### src/rtl/instr_issue_if.sv
`default_nettype none
// +----------------------------------------------------------------------------+
// | Interface   : instr_issue_if                                               |
// | Description : Instruction-issue bus: instruction enqueue, controller       |
// |               handshake and decoded fields for the datapath.               |
// |               ISSUE_PERF_CNT_EN adds the retired/stall counter outputs.    |
// | Revision    : 1.0 - initial release                                        |
// +----------------------------------------------------------------------------+
interface instr_issue_if;
   logic [15:0] in;
   logic        load;
   logic        w;
   logic [2:0]  nsel;
   logic        s;
   logic [2:0]  opcode;
   logic [1:0]  op;
   logic [1:0]  ALUop;
   logic [1:0]  shift;
   logic [15:0] sximm5;
   logic [15:0] sximm8;
   logic [2:0]  readnum;
   logic [2:0]  writenum;
   logic        full;
   logic        empty;
   logic        overflow;
   logic        illegal;
`ifdef ISSUE_PERF_CNT_EN
   logic [15:0] retired;
   logic [15:0] stall;

   modport master (output in, load, w, nsel,
                   input  s, opcode, op, ALUop, shift, sximm5, sximm8,
                          readnum, writenum, full, empty, overflow, illegal,
                          retired, stall);
   modport slave  (input  in, load, w, nsel,
                   output s, opcode, op, ALUop, shift, sximm5, sximm8,
                          readnum, writenum, full, empty, overflow, illegal,
                          retired, stall);
`else
   modport master (output in, load, w, nsel,
                   input  s, opcode, op, ALUop, shift, sximm5, sximm8,
                          readnum, writenum, full, empty, overflow, illegal);
   modport slave  (input  in, load, w, nsel,
                   output s, opcode, op, ALUop, shift, sximm5, sximm8,
                          readnum, writenum, full, empty, overflow, illegal);
`endif
endinterface
`default_nettype wire

### src/rtl/instr_issue.sv
`default_nettype none
// +----------------------------------------------------------------------------+
// | Module      : instr_issue                                                  |
// | Description : Instruction FIFO + IR + decode in front of the controller    |
// |               FSM. Issues one instruction at a time while the controller   |
// |               is idle; drops instructions whose opcode is not 110/101.     |
// |               Optional macro ISSUE_PERF_CNT_EN adds retired/stall counters.|
// | Revision    : 1.0 - initial release                                        |
// +----------------------------------------------------------------------------+
module instr_issue #(
   parameter int DEPTH = 4,
   parameter int AW    = 2
) (
   input  logic          clk,
   input  logic          reset,
   instr_issue_if.slave  bus
);

   typedef enum logic [1:0] {
      IDLE  = 2'd0,
      ISSUE = 2'd1,
      EXEC  = 2'd2,
      DONE  = 2'd3
   } state_t;

   localparam logic [AW:0] c_full_cnt = (AW+1)'(DEPTH);

   state_t        r_state;
   state_t        w_state_nxt;
   logic [15:0]   r_mem [DEPTH];
   logic [AW-1:0] r_rd_ptr;
   logic [AW-1:0] r_wr_ptr;
   logic [AW:0]   r_count;
   logic [15:0]   r_ir;
   logic          r_overflow;
   logic          r_illegal;

   logic          w_full;
   logic          w_empty;
   logic [15:0]   w_head;
   logic          w_head_legal;
   logic          w_pop;
   logic          w_push;
   logic          w_load_ir;
   logic          w_drop;

   assign w_full       = (r_count == c_full_cnt);
   assign w_empty      = (r_count == '0);
   assign w_head       = r_mem[r_rd_ptr];
   assign w_head_legal = (w_head[15:13] == 3'b110) || (w_head[15:13] == 3'b101);
   // A pop in the same cycle frees a slot, so a full FIFO can still accept.
   assign w_push       = bus.load && (!w_full || w_pop);

   // State register.
   always_ff @(posedge clk or negedge reset) begin
      if (!reset) r_state <= IDLE;
      else        r_state <= w_state_nxt;
   end

   // Next-state logic and pop/issue decisions.
   always_comb begin
      w_state_nxt = r_state;
      w_pop       = 1'b0;
      w_load_ir   = 1'b0;
      w_drop      = 1'b0;
      unique case (r_state)
         IDLE: begin
            if (!w_empty && bus.w) begin
               w_pop = 1'b1;
               if (w_head_legal) begin
                  w_load_ir   = 1'b1;
                  w_state_nxt = ISSUE;
               end else begin
                  w_drop = 1'b1;
               end
            end
         end
         ISSUE:   w_state_nxt = EXEC;
         EXEC:    if (!bus.w) w_state_nxt = DONE;
         DONE:    if (bus.w)  w_state_nxt = IDLE;
         default: w_state_nxt = IDLE;
      endcase
   end

   // FIFO storage; contents need no reset because the count gates every read.
   always_ff @(posedge clk) begin
      if (w_push) r_mem[r_wr_ptr] <= bus.in;
   end

   // FIFO pointers, occupancy and sticky overflow flag.
   always_ff @(posedge clk or negedge reset) begin
      if (!reset) begin
         r_rd_ptr   <= '0;
         r_wr_ptr   <= '0;
         r_count    <= '0;
         r_overflow <= 1'b0;
      end else begin
         if (w_push) r_wr_ptr <= r_wr_ptr + AW'(1);
         if (w_pop)  r_rd_ptr <= r_rd_ptr + AW'(1);
         if (w_push && !w_pop)      r_count <= r_count + (AW+1)'(1);
         else if (w_pop && !w_push) r_count <= r_count - (AW+1)'(1);
         if (bus.load && w_full && !w_pop) r_overflow <= 1'b1;
      end
   end

   // Instruction register and the one-cycle discard pulse.
   always_ff @(posedge clk or negedge reset) begin
      if (!reset) begin
         r_ir      <= 16'h0000;
         r_illegal <= 1'b0;
      end else begin
         if (w_load_ir) r_ir <= w_head;
         r_illegal <= w_drop;
      end
   end

   // Register-number select from the controller's one-hot nsel.
   always_comb begin
      bus.readnum = 3'b000;
      unique case (bus.nsel)
         3'b100:  bus.readnum = r_ir[10:8];
         3'b010:  bus.readnum = r_ir[7:5];
         3'b001:  bus.readnum = r_ir[2:0];
         default: bus.readnum = 3'b000;
      endcase
   end

   assign bus.writenum = bus.readnum;
   assign bus.s        = (r_state == ISSUE);
   assign bus.opcode   = r_ir[15:13];
   assign bus.op       = r_ir[12:11];
   assign bus.ALUop    = r_ir[12:11];
   assign bus.shift    = r_ir[4:3];
   assign bus.sximm5   = {{11{r_ir[4]}}, r_ir[4:0]};
   assign bus.sximm8   = {{8{r_ir[7]}}, r_ir[7:0]};
   assign bus.full     = w_full;
   assign bus.empty    = w_empty;
   assign bus.overflow = r_overflow;
   assign bus.illegal  = r_illegal;

`ifdef ISSUE_PERF_CNT_EN
   logic [15:0] r_retired;
   logic [15:0] r_stall;

   // Retired count wraps; stall count saturates.
   always_ff @(posedge clk or negedge reset) begin
      if (!reset) begin
         r_retired <= 16'h0000;
         r_stall   <= 16'h0000;
      end else begin
         if (r_state == DONE && bus.w) r_retired <= r_retired + 16'd1;
         if (r_state == IDLE && !w_empty && !bus.w && r_stall != 16'hFFFF)
            r_stall <= r_stall + 16'd1;
      end
   end

   assign bus.retired = r_retired;
   assign bus.stall   = r_stall;
`endif

endmodule
`default_nettype wire

### src/flat_wrapper.sv
// flat-port wrapper written by rule: the top's interface ports become plain ports
module instr_issue_flat 
#(
   parameter int DEPTH = 4,
   parameter int AW    = 2
)
  (clk, reset, bus_in, bus_load, bus_w, bus_nsel, bus_s, bus_opcode, bus_op, bus_ALUop, bus_shift, bus_sximm5, bus_sximm8, bus_readnum, bus_writenum, bus_full, bus_empty, bus_overflow, bus_illegal);
  instr_issue_if bus_i ();
  input  logic clk;
  input  logic reset;
  input wire logic [$bits(bus_i.in)-1:0] bus_in;
  input wire logic [$bits(bus_i.load)-1:0] bus_load;
  input wire logic [$bits(bus_i.w)-1:0] bus_w;
  input wire logic [$bits(bus_i.nsel)-1:0] bus_nsel;
  output wire logic [$bits(bus_i.s)-1:0] bus_s;
  output wire logic [$bits(bus_i.opcode)-1:0] bus_opcode;
  output wire logic [$bits(bus_i.op)-1:0] bus_op;
  output wire logic [$bits(bus_i.ALUop)-1:0] bus_ALUop;
  output wire logic [$bits(bus_i.shift)-1:0] bus_shift;
  output wire logic [$bits(bus_i.sximm5)-1:0] bus_sximm5;
  output wire logic [$bits(bus_i.sximm8)-1:0] bus_sximm8;
  output wire logic [$bits(bus_i.readnum)-1:0] bus_readnum;
  output wire logic [$bits(bus_i.writenum)-1:0] bus_writenum;
  output wire logic [$bits(bus_i.full)-1:0] bus_full;
  output wire logic [$bits(bus_i.empty)-1:0] bus_empty;
  output wire logic [$bits(bus_i.overflow)-1:0] bus_overflow;
  output wire logic [$bits(bus_i.illegal)-1:0] bus_illegal;
  assign bus_i.in = bus_in;
  assign bus_i.load = bus_load;
  assign bus_i.w = bus_w;
  assign bus_i.nsel = bus_nsel;
  assign bus_s = bus_i.s;
  assign bus_opcode = bus_i.opcode;
  assign bus_op = bus_i.op;
  assign bus_ALUop = bus_i.ALUop;
  assign bus_shift = bus_i.shift;
  assign bus_sximm5 = bus_i.sximm5;
  assign bus_sximm8 = bus_i.sximm8;
  assign bus_readnum = bus_i.readnum;
  assign bus_writenum = bus_i.writenum;
  assign bus_full = bus_i.full;
  assign bus_empty = bus_i.empty;
  assign bus_overflow = bus_i.overflow;
  assign bus_illegal = bus_i.illegal;
  instr_issue #(.DEPTH(DEPTH), .AW(AW)) u_core (.clk(clk), .reset(reset), .bus(bus_i));
endmodule
### config.mk
export PLATFORM = sky130hd
export DESIGN_NAME = instr_issue_flat
export DESIGN_NICKNAME = d
export VERILOG_FILES = /design/src/rtl/instr_issue_if.sv /design/src/rtl/instr_issue.sv /design/src/flat_wrapper.sv
export SDC_FILE = /design/constraint.sdc
export NUM_CORES = 1
export LEC_CHECK = 0
export CAP_MARGIN = 20
export CORE_UTILIZATION = 24
export DETAILED_ROUTE_END_ITERATION = 8
export GPL_TIMING_DRIVEN = 0
export RECOVER_POWER = 100
export SYNTH_ARGS = -nofsm -noshare
export SYNTH_HDL_FRONTEND = slang
export SYNTH_SLANG_ARGS = --single-unit
export TNS_END_PERCENT = 20
### constraint.sdc
create_clock -name clk -period 3.4 [get_ports clk]
set_input_delay 0.68 -clock clk [delete_from_list [all_inputs] [get_ports clk]]
set_output_delay 0.68 -clock clk [all_outputs]
set_load 0.02 [all_outputs]
==> results of run 1 <==
==> power by group through the flow <==
stage	Clock (µW)	Sequential, µW	Combinational [µW]
after floorplan	0	1690	1580
after global placement	0	1730	2350
after detailed placement	0	1750	2390
after CTS	1020	1730	2390
after global routing	1060	1760	2310
final	991	1710	2120
==> metrics by stage <==
step | power (µW) | hold slack, ns | instances | utilization [%] | setup WS [ns]
global placement | 4070 | 0.451 | 527 | 31.3 | 0.258
global route | 5130 | 0.503 | 544 | 32.7 | 0.0550
floorplan | 3270 | 0.384 | 237 | - | 0.907
CTS | 5140 | 0.474 | 544 | 33.3 | 0.201
detailed placement | 4140 | 0.454 | 528 | 31.4 | 0.204
finish | 4830 | 0.463 | 545 | 32.8 | 0.140
==> path summary, 6_finish.rpt <==
| check | startpoint | endpoint | cells after the start |
|---|---|---|---|
| setup / recovery | bus_nsel[2] | bus_writenum[0] | 6 |
| hold / removal | u_core.bus.overflow | u_core.bus.overflow | 1 |
| setup reg to reg | u_core.r_rd_ptr[0] | u_core.r_ir[10] | 6 |
| hold reg to reg | u_core.bus.overflow | u_core.bus.overflow | 1 |
| max in group asynchronous | reset | u_core.r_ir[10] | 2 |
| min in group asynchronous | reset | u_core.bus.overflow | 1 |
==> registers in the layout, summed over array words and instances (netlist names) <==
name and count:
u_core.r_count 3, u_core.r_mem 64, u_core.r_wr_ptr 2, u_core.bus.illegal 1, u_core.bus.overflow 1, u_core.r_state 2, u_core.r_ir 16, u_core.r_rd_ptr 2
==> logic make-up after synthesis <==
kind of cell | after synthesis | share of synthesized area [%]
XOR/XNOR | 7 | 1.71
multiplexers | 33 | 14.8
flip-flops | 91 | 64.5
AND/OR/NAND/NOR | 26 | 3.79
adder cells (fa/ha/maj) | 10 | 3.30
AO/OA/AOI/OAI | 14 | 2.14
buffers and inverters | 56 | 9.73
==> layout by cell type (no fill, tap or decap), types with 6 or more instances in the layout <==
master / n
clkbuf_16: 9
dfrtp_1: 27
ha_1: 9
mux2_2: 8
edfxtp_1: 64
mux4_2: 12
nand2_1: 6
inv_1: 7
dlygate4sd3_1: 69
mux2_1: 8
buf_4: 44
==> final cells by class <==
cell class | instances | area [µm²]
Clock inverter | 7 | 75.1
Tap cell | 216 | 270
Sequential cell | 91 | 2600
Fill cell | 1576 | 10800
Multi-Input combinational cell | 90 | 986
Buffer | 49 | 352
Antenna cell | 1 | 2.50
Clock buffer | 9 | 225
Inverter | 7 | 26.3
Timing Repair Buffer | 75 | 744
==> per-layer routing <==
layer	global-route usage (%)	wire length [µm]	vias up
li1	-	-	1001
met1	11.1	3210	1038
met3	3.55	526	15
met4	3.68	130	4
met2	14.8	3410	72
met5	0	27	-
==> qor.yml, run 1 <==
overflow: 0
ir_drop_v: 0.000309
critical_path_class: "input pin to output port"
power_frac_clock_pct: 20.5
switching_power_uw: 1610
synth_top_area_share_pct: 47.7
hpwl_mm: 5.20
end_kind: "output port"
core_um2: 16100
synthDistinctLibCells: 33
post-route-min-period_ns: 3.26
powerDensity_nw_per_um2: 915
clk_pin_slew_ns: 0.06
place_congestion: 0.684
critPathTopFamily: "buffers and inverters"
wl_per_cell_um: 13.4
grt_util_all_layers_pct: 9.22
drc: 0
ys_ff_latch: 91
fp.dieW_um: 132
cts_resized: 0
tns_ns: 0
hp-class: "register to register"
first_iter_violations: 116
slowest_delay_ns: 0.66
placed_cell_area_um2: 5060
crit_buf_inv: 3
drt_wl_total_mm: 7.30
rows: 46
grt_pass1_wl_mm: 12.2
vias_per_cell: 3.91
start_util_pct: 25.0
worst_slew_pin_slew_ns: 1.05
yosysWarnings: 0
cp.arrival_ns: 2.58
htree_num_levels: 3
required_ns: 2.72
drive_gt1_share_pct: 25.3
slowest_stage: "dlygate4sd3_1"
crit_chain: "clkdlybuf4s50_1 > nor2b_1 > a22oi_1 > o21ai_0 > buf_4 > dlygate4sd3_1"
ant_nets: 0
hold_viol: 0
first_global_vias: 2204
setup_viol: 0
synth_area_um2: 4030
cts_tree: "yes"
portBuffers: 74
final_nets: 356
status: "finished clean"
cts_setup_buffers: 0
combPwrFrac_pct: 44.0
crit_path_start_kind: "input pin"
critPathMaxFanout: 3
cts-root-buf: "clkbuf_16"
synth-edff-count: 64
vias: 2130
clockBufferDepth: 2
yosysTopAreaCell: "edfxtp_1"
design_area_um2: 5280
p_seq_share_pct: 35.5
p_int_uw: 3220
slew_headroom_pct: 30.0
swShare_pct: 33.4
leakagePower_uw: 0.00202
rrSetupSlack_ns: 0.37
antenna_found_initial: 3
syn_to_final_growth_pct: 31.1
cap_violations: 0
cts_buffers: 9
clk_latency_ns: 0.34
async_flop_share_pct: 29.7
ios: 75
synthTopCellsByArea: "edfxtp_1 48%, dfrtp_1 17%, buf_4 8.2%, mux4_2 6.7%, mux2_4 3.0%"
syn_inst: 237
dieArea_um2: 17300
ctsHoldBuffers: 0
grt_max_degree: 20
synth_flop_cell: "edfxtp_1"
synth_area_per_cell_um2: 17.0
finalClockSkew_ns: 0.00705
syn_nets: 270
chipHeight_um: 132
fmax_ghz: 0.307
ys_top_cells_by_count: "64 x edfxtp_1, 44 x buf_4, 27 x dfrtp_1"
fin_crit_sh_pct: 95.9
slew_viol_final: 0
rsz0062_at_grt: "no"
firstDrtPassIters: 4
ys_seq_area_share_pct: 64.5
cts_sinks: 91
yosysMostFrequentCell: "edfxtp_1"
Note: power is estimated with default switching activity, not from simulation.
==> run 2: changes to the inputs <==
--- a/config.mk
+++ b/config.mk
@@ -6,6 +6,7 @@
 export NUM_CORES = 1
 export LEC_CHECK = 0
 export CAP_MARGIN = 20
+export CORE_MARGIN = 2
 export CORE_UTILIZATION = 24
 export DETAILED_ROUTE_END_ITERATION = 8
 export GPL_TIMING_DRIVEN = 0
==> run 2 against run 1 <==
Non-clock buffer count stayed put. Die area is 3.1% higher. Final cell count is 1.3% higher. Clock skew hardly changed. Sequential cell count stayed put. Sequential power hardly changed. Critical path depth stayed put. Critical endpoint is now bus_writenum[2]. Highest routed layer unchanged.
==> qor.yml, run 2 (synthesis results as in run 1) <==
grt_use_met2_pct: 14.2  # -0.61 points
cts_buffers: 9  # unchanged
fmax_ghz: 0.309  # +0.76%
clk_latency_ns: 0.33  # about the same
syn_to_final_growth_pct: 31.3  # about the same
leakagePower_uw: 0.00201  # -0.59%
hold_viol: 0  # unchanged
regMostFlops: "u_core.r_mem"
fp.dieW_um: 134  # +1.5%
critical_path_class: "input pin to output port"
post-route-min-period_ns: 3.23  # -0.0246 ns
switching_power_uw: 1580  # -1.7%
hold_depth: 1  # unchanged
p_seq_share_pct: 35.8  # +0.3 points
cp.arrival_ns: 2.55  # -0.03 ns
design_area_um2: 5280  # about the same
final_common_cell: "dlygate4sd3_1"
required_ns: 2.72  # about the same
portBuffers: 74  # unchanged
fin_crit_sh_pct: 95.1  # -0.72 points
cap_violations: 0  # unchanged
vias_per_cell: 3.76  # -3.9%
ctsHoldBuffers: 0  # unchanged
overflow: 0  # unchanged
place_congestion: 0.693  # +1.3%
cts_resized: 0  # unchanged
mostFrequentLayoutCells: "68 x dlygate4sd3_1, 64 x edfxtp_1, 44 x buf_4"
crit_path_start_kind: "input pin"
grt_max_degree: 20  # unchanged
r2r_end: "u_core.r_ir[9]"
worst_slack_ns: 0.165  # +0.0246 ns
core_um2: 16500  # +2.2%
tns_ns: 0  # unchanged
end_kind: "output port"
vias: 2074  # -2.6%
critPathMaxFanout: 4  # +1
reg2reg_depth: 6  # unchanged
use_met1_pct: 9.38  # -1.7 points
rrSetupSlack_ns: 0.38  # about the same
first_global_vias: 2183  # -0.95%
placed_cell_area_um2: 5060  # -0.15%
ios: 75  # unchanged
rows: 47  # +2.2%
finalClockSkew_ns: 0.00674  # -0.000311 ns
largest_reg_flops: 64  # unchanged
drc: 0  # unchanged
hp-class: "register to register"
drt_wl_total_mm: 7.25  # -0.77%
chipHeight_um: 134  # +1.5%
cts-root-buf: "clkbuf_16"
final_nets: 356  # unchanged
wl_per_cell_um: 13.1  # -2.0%
grt_pass1_wl_mm: 11.4  # -6.4%
p_int_uw: 3200  # -0.45%
start_util_pct: 24.4  # -0.53 points
setup_viol: 0  # unchanged
grt_util_all_layers_pct: 8.58  # -0.64 points
use_met3_pct: 4.19  # +0.64 points
htree_num_levels: 3  # unchanged
holdPathEnd: "u_core.bus.overflow"
rsz0062_at_grt: "no"
powerDensity_nw_per_um2: 906  # -0.96%
placed_cells: 532  # +0.76%
swShare_pct: 33.1  # -0.28 points
hpwl_mm: 5.30  # +1.9%
final_core_util_pct: 32.1  # -0.67 points
pre_cts_ws_ns: 0.209  # +0.00412 ns
worst_slew_pin_slew_ns: 0.992  # -0.0570 ns
cts_sinks: 91  # unchanged
firstDrtPassIters: 4  # unchanged
fin_cells: 552  # +1.3%
slew_viol_final: 0  # unchanged
clockBufferDepth: 2  # unchanged
cts_tree: "yes"
power_frac_clock_pct: 19.7  # -0.8 points
first_iter_violations: 153  # +32%
rr_startpoint: "u_core.r_rd_ptr[0]"
status: "finished clean"
worstHoldStart: "u_core.bus.overflow"
antenna_found_initial: 6  # +3
grt.busiest_layer: "met2"
combPwrFrac_pct: 44.5  # +0.5 points
drive_gt1_share_pct: 24.7  # -0.61 points
clk_pin_slew_ns: 0.06  # about the same
dieArea_um2: 17800  # +3.1%
ant_nets: 0  # unchanged
startpoint: "bus_nsel[1]"
cts_setup_buffers: 0  # unchanged
ir_drop_v: 0.000352  # +14%
reg_top3: "u_core.r_mem x64, u_core.r_ir x16, u_core.r_count x3"
slew_headroom_pct: 33.8  # +3.8 points
## run 2: critical path: stages
cell,delay (ns)
clkdlybuf4s50_1,0.51
nor3b_1,0.35
nand2_1,0.10
o21ai_0,0.12
buf_4,0.14
dlygate4sd3_1,0.66
## run 2: layout make-up
class / count / area (µm²)
inverters: 7 / 26.3
fillers: 1612 / 11200
clock buffers: 13 / 272
flip-flops and latches: 91 / 2600
clock inverters: 3 / 21.3
well taps: 220 / 275
repair buffers: 75 / 744
plain buffers: 49 / 352
diodes: 4 / 10.0
multi-input cells: 90 / 986
## run 2: how the worst max path moves through the flow
stage | slack [ns] | to | cells past startpoint
after global routing | 0.03 | bus_writenum[2] | 6
final | 0.17 | bus_writenum[2] | 6
after detailed placement | 0.21 | bus_writenum[2] | 6
after floorplan | 0.91 | u_core.r_count[1] | 6
after global placement | 0.26 | bus_writenum[1] | 6
after CTS | 0.20 | bus_writenum[2] | 6
## run 2: power by group through the flow
stage / sequential [µW] / clock, µW / combinational [µW]
6_report: 1710 / 944 / 2130
5_1_grt: 1760 / 1010 / 2320
4_1_cts: 1720 / 971 / 2390
3_5_place_dp: 1750 / 0 / 2390
3_3_place_gp: 1720 / 0 / 2350
2_1_floorplan: 1690 / 0 / 1580
## run 2: metal layers
| layer | vias to the layer above | part of all wire, % | wire length [µm] |
|---|---|---|---|
| met2 | 61 | 48 | 3500 |
| li1 | 1013 | - | - |
| met3 | 10 | 8.4 | 609 |
| met4 | 4 | 1.4 | 99 |
| met5 | - | 0.41 | 30 |
| met1 | 986 | 41 | 3010 |
## run 2: stage by stage
stage,hold slack (ns),total power (µW)
6_report,0.467,4790
5_1_grt,0.506,5080
4_1_cts,0.477,5090
3_5_place_dp,0.458,4140
3_3_place_gp,0.452,4070
2_1_floorplan,0.384,3270
